--- config.mk ---
export PLATFORM = sky130hd
export DESIGN_NAME = serial_subtractor
export DESIGN_NICKNAME = d
export VERILOG_FILES = /design/src/rtl/serial_subtractor.sv
export SDC_FILE = /design/constraint.sdc
export NUM_CORES = 1
export LEC_CHECK = 0
export CAP_MARGIN = 20
export CORE_ASPECT_RATIO = 0.75
export CORE_MARGIN = 2
export CORE_UTILIZATION = 45
export CTS_CLUSTER_SIZE = 28
export DETAILED_ROUTE_END_ITERATION = 8
export GPL_ROUTABILITY_DRIVEN = 0
export PLACE_DENSITY = 0.69
export SYNTH_ARGS = -nofsm -noshare
export SYNTH_HDL_FRONTEND = slang
export SYNTH_SLANG_ARGS = --single-unit
--- constraint.sdc ---
create_clock -name clk -period 1.6 [get_ports clk]
set_input_delay 0.32 -clock clk [delete_from_list [all_inputs] [get_ports clk]]
set_output_delay 0.32 -clock clk [all_outputs]
set_load 0.02 [all_outputs]
--- src/rtl/serial_subtractor.sv ---
// Bit-serial unsigned subtractor (diff = a - b, LSB first) with a start/done handshake.
// Latency: done pulses in the cycle after the WIDTH-th SHIFT edge; one op per WIDTH+2 cycles.
// No backpressure: start is sampled only in IDLE, ignored while busy or done.
module serial_subtractor #(
  parameter int WIDTH = 8
) (
  input  logic             clk,
  input  logic             rst,
  input  logic             start,
  input  logic [WIDTH-1:0] a,
  input  logic [WIDTH-1:0] b,
  output logic             busy,
  output logic             done,
  output logic [WIDTH-1:0] diff,
  output logic             bout
);

  localparam int CW = (WIDTH > 2) ? $clog2(WIDTH) : 1;
  localparam logic [CW-1:0] LAST_BIT = CW'(WIDTH - 1);

  typedef enum logic [1:0] {
    IDLE  = 2'd0,
    SHIFT = 2'd1,
    DONE  = 2'd2
  } state_t;

  state_t           state_q, state_d;
  logic [WIDTH-1:0] sa_q, sa_d;
  logic [WIDTH-1:0] sb_q, sb_d;
  logic [WIDTH-1:0] res_q, res_d;
  logic [WIDTH-1:0] diff_q, diff_d;
  logic             br_q, br_d;
  logic             bout_q, bout_d;
  logic [CW-1:0]    cnt_q, cnt_d;

  // Full-subtractor cell operating on the current LSBs.
  logic x_bit, y_bit, d_bit, br_nxt;

  // Next-state and datapath: one full-subtractor step per SHIFT edge.
  always_comb begin
    state_d = state_q;
    sa_d    = sa_q;
    sb_d    = sb_q;
    res_d   = res_q;
    diff_d  = diff_q;
    br_d    = br_q;
    bout_d  = bout_q;
    cnt_d   = cnt_q;

    x_bit  = sa_q[0];
    y_bit  = sb_q[0];
    d_bit  = x_bit ^ y_bit ^ br_q;
    br_nxt = (~x_bit & y_bit) | (~(x_bit ^ y_bit) & br_q);

    case (state_q)
      IDLE: begin
        // Operands are captured only on the accepting edge, so a/b never
        // reach the outputs at any other time.
        if (start) begin
          sa_d    = a;
          sb_d    = b;
          br_d    = 1'b0;
          cnt_d   = '0;
          res_d   = '0;
          state_d = SHIFT;
        end
      end
      SHIFT: begin
        sa_d  = sa_q >> 1;
        sb_d  = sb_q >> 1;
        res_d = {d_bit, res_q[WIDTH-1:1]};
        br_d  = br_nxt;
        cnt_d = cnt_q + CW'(1);
        if (cnt_q == LAST_BIT) begin
          diff_d  = {d_bit, res_q[WIDTH-1:1]};
          bout_d  = br_nxt;
          state_d = DONE;
        end
      end
      DONE: begin
        state_d = IDLE;
      end
      default: begin
        state_d = IDLE;
      end
    endcase
  end

  // State and datapath registers, cleared asynchronously.
  always_ff @(posedge clk or posedge rst) begin
    if (rst) begin
      state_q <= IDLE;
      sa_q    <= '0;
      sb_q    <= '0;
      res_q   <= '0;
      diff_q  <= '0;
      br_q    <= 1'b0;
      bout_q  <= 1'b0;
      cnt_q   <= '0;
    end else begin
      state_q <= state_d;
      sa_q    <= sa_d;
      sb_q    <= sb_d;
      res_q   <= res_d;
      diff_q  <= diff_d;
      br_q    <= br_d;
      bout_q  <= bout_d;
      cnt_q   <= cnt_d;
    end
  end

  assign busy = (state_q == SHIFT);
  assign done = (state_q == DONE);
  assign diff = diff_q;
  assign bout = bout_q;

endmodule

==> summary.md <==
| Metric | Value |
|---|---|
| Status | complete, no violations |
| Antenna Cells | 0 |
| RSZ-0062 raised after global routing | no |
| Placed insts | 219 |
| Core Rows | 19 |
| Worst-skew pair later-pin latency | 0.28 ns |
| Longest Clk Path Bufs | 2 |
| CTS tree | yes |
| Share of cells above drive strength 1 | 18.18% |
| Clock Power Share | 17.8% |
| Internal | 2.740 mW |
| Crit Path Category | reg -> out |
| P&R area growth vs syn | 28.79% |
| CP delay by family, top | buffers and inverters |
| CTS sink cnt | 38 |
| HPWL after detailed placement | 2221 µm |
| HP Class | in -> async |
| Final setup vio count | 0 |
| Setup bufs post-CTS | 0 |
| Critical Path Start | diff[7] |
| Max VDD drop | 0.0008140 V |
| Iteration count of the initial detailed-routing pass | 5 |
| Maxcap violations | 0 |
| Area of the core | 3709 µm² |
| Die width | 76.48 µm |
| Top-Level Pins | 30 |
| Grt ovf | 0 |
| Worst-margin pin slew | 0.7113 ns |
| Power Density | 1851 nW/µm² |
| Gate Count Post-Synth | 141 |
| Critical path's slowest cell | clkdlybuf4s50_1 |
| CTS Hold Bufs | 0 |
| Worst slew margin | 52.55% |
| DRT iter0 DRCs | 70 |
| Fmax | 647.4 MHz |
| Routed WL | 3443 µm |
| Switching part of the total | 35.15% |
| Max-slew violations | 0 |
| Sequential power share | 38.8% |
| Synth Net Count | 163 |
| First-pass GRT wire length | 6023 µm |
| Place WS | -0.2118 ns |
| Die area | 4463 µm² |
| CTS root buf | clkbuf_8 |
| R2r startpoint | cnt_q[0] |
| Leading area contributor after synthesis | dfrtp_1 |
| DR vias/cell | 5.338 |
| Fin. Hold Viols | 0 |
| Arr. time, crit path | 1.22 ns |
| Synth unique cells | 21 |
| Max FO, Critical Path | 2 |
| H-tree depth | 2 |
| Tmin final | 1.545 ns |
| Largest net degree at the start of global routing | 39 |
| Sequential cell area fraction in the yosys report | 53.63% |
| Area contributors post-synth | dfrtp_1, a221oi_2, nor4b_1 |
| Initial core utilization | 47.81% |
| Antenna-violating nets left | 0 |
| Top cell type's share of synthesized area | 53.63% |
| Setup WS post-layout | 0.05534 ns |
| Total GRT Usage | 17.45% |
| Commonest non-fill, non-tap cells in the layout | dfrtp_1, clkdlybuf4s50_1, inv_1, nor4b_1 |
| Post-synthesis average cell area | 12.57 µm² |
| Initial antenna violation count | 0 |
| Static leakage | 1.104 nW |
| Commonest non-fill, non-tap cell in the layout | dfrtp_1 |
| Clock Skew | 0.003185 ns |
| Post-route core utilization | 61.57% |
| Syn. warnings | 0 |
| CP bufs+invs | 1 |
| Max incr delay on CP | 0.60 ns |
| I/O Buffers | 29 |
| Vias | 1217 |
| Vias in the first global route | 1310 |
| DRC | 0 |
| Combinational share of power | 43.4% |
| CTS Buf Count | 5 |
| Fin crit share | 96.54% |
| CP Capture Type | output port |
| Worst Path Required | 1.28 ns |
| Synth Register Bits | 38 |
| Reg clk slew, reported paths | 0.07 ns |
| Finished Layout Cells | 228 |
| WL/cell | 15.10 µm |
| Crit start category | register |
| Total power | 4.226 mW |
| # nets final | 197 |
| Crit path cell chain | clkdlybuf4s50_1 |
| Sw Pwr | 1.485 mW |
| Synth Cell Area | 1773 µm² |
| Die Y | 58.36 µm |
[worst register-to-register path, stage by stage, from the launching register on]
cell and delay, ns:
dfrtp_1 0.39, ha_1 0.20, ha_1 0.19, nand3b_1 0.13
buf_12 0.14, mux2_1 0.33
[final timing paths]
check | depth (start not counted) | end | slack (ns)
max in group asynchronous | 3 | diff[4] | 1.02
worst max-delay path | 1 | diff[7] | 0.06
worst max register to register | 5 | diff[4] | 0.10
worst min-delay path | 3 | diff[1] | 0.39
worst min register to register | 1 | bout | 0.49
min in group clk | 1 | bout | 0.49
[cell families after synthesis]
kind of cell	Yosys count	share of synthesized area [%]
DFF	38	53.63
and+or+nand+nor	32	11.93
buffers and inverters	30	7.833
AOI/OAI and AO/OA	28	17.71
muxes	10	6.352
adders and majority gates	3	2.540
[flip-flops by register name (all words and copies together), names as in the netlist]
signal,flops
cnt_q,3
bout,1
res_q,7
br_q,1
sb_q,8
diff,8
sa_q,8
state_q,2
[cell type report]
type / count / area [µm²]
multi-input cells: 74 / 694.4
repair buffers: 38 / 395.4
clock buffers: 8 / 110.1
fillers: 309 / 1425
flip-flops and latches: 38 / 950.9
inverters: 18 / 67.56
well taps: 52 / 65.06
[Yosys cell counts]
master / n
inv_1: 18
buf_6: 1
nor2b_1: 1
a221oi_1: 4
a22o_1: 12
nor4b_1: 14
a221oi_2: 10
o21bai_4: 1
ha_1: 2
buf_4: 2
nor2_1: 12
nand2b_1: 2
buf_2: 9
dfrtp_1: 38
mux2_1: 9
and2b_4: 1
nor3b_1: 1
nand3b_1: 1
mux2_2: 1
fa_1: 1
a21oi_1: 1
[routing by layer]
metal / vias to the layer above / wire length [µm] / global-route usage [%]
met1: 613 / 1572 / 20.87
met2: 21 / 1694 / 29.20
li1: 578 / - / -
met3: 5 / 131 / 6.442
met5: - / 0 / 0
met4: 0 / 44 / 7.273
[power by group through the flow]
stage	Sequential (mW)	Combinational, mW	Clock, mW
global route	1.69	2.05	0.837
CTS	1.65	1.86	0.780
finish	1.64	1.83	0.753
global placement	1.64	1.79	0
detailed placement	1.66	1.85	0
floorplan	1.72	1.21	0
[per-stage QoR]
step                      cell area, µm²  hold slack, ns  setup TNS, ns
after floorplan                     1773          0.4525              0
after global placement              2150          0.4738         -2.957
after detailed placement            2150          0.4848         -3.954
after CTS                           2258          0.3868              0
after global routing                2283          0.3862              0
final                               2283          0.3863              0
[repair_timing]
| action | 4_1_cts | 5_1_grt |
|---|---|---|
| endpoints found under the setup margin | 4 | 34 |
| cloned | 0 | 1 |
| pin swaps | 1 | 1 |
| resized for setup | 3 | 9 |
Power figures use the tool's default switching activity.
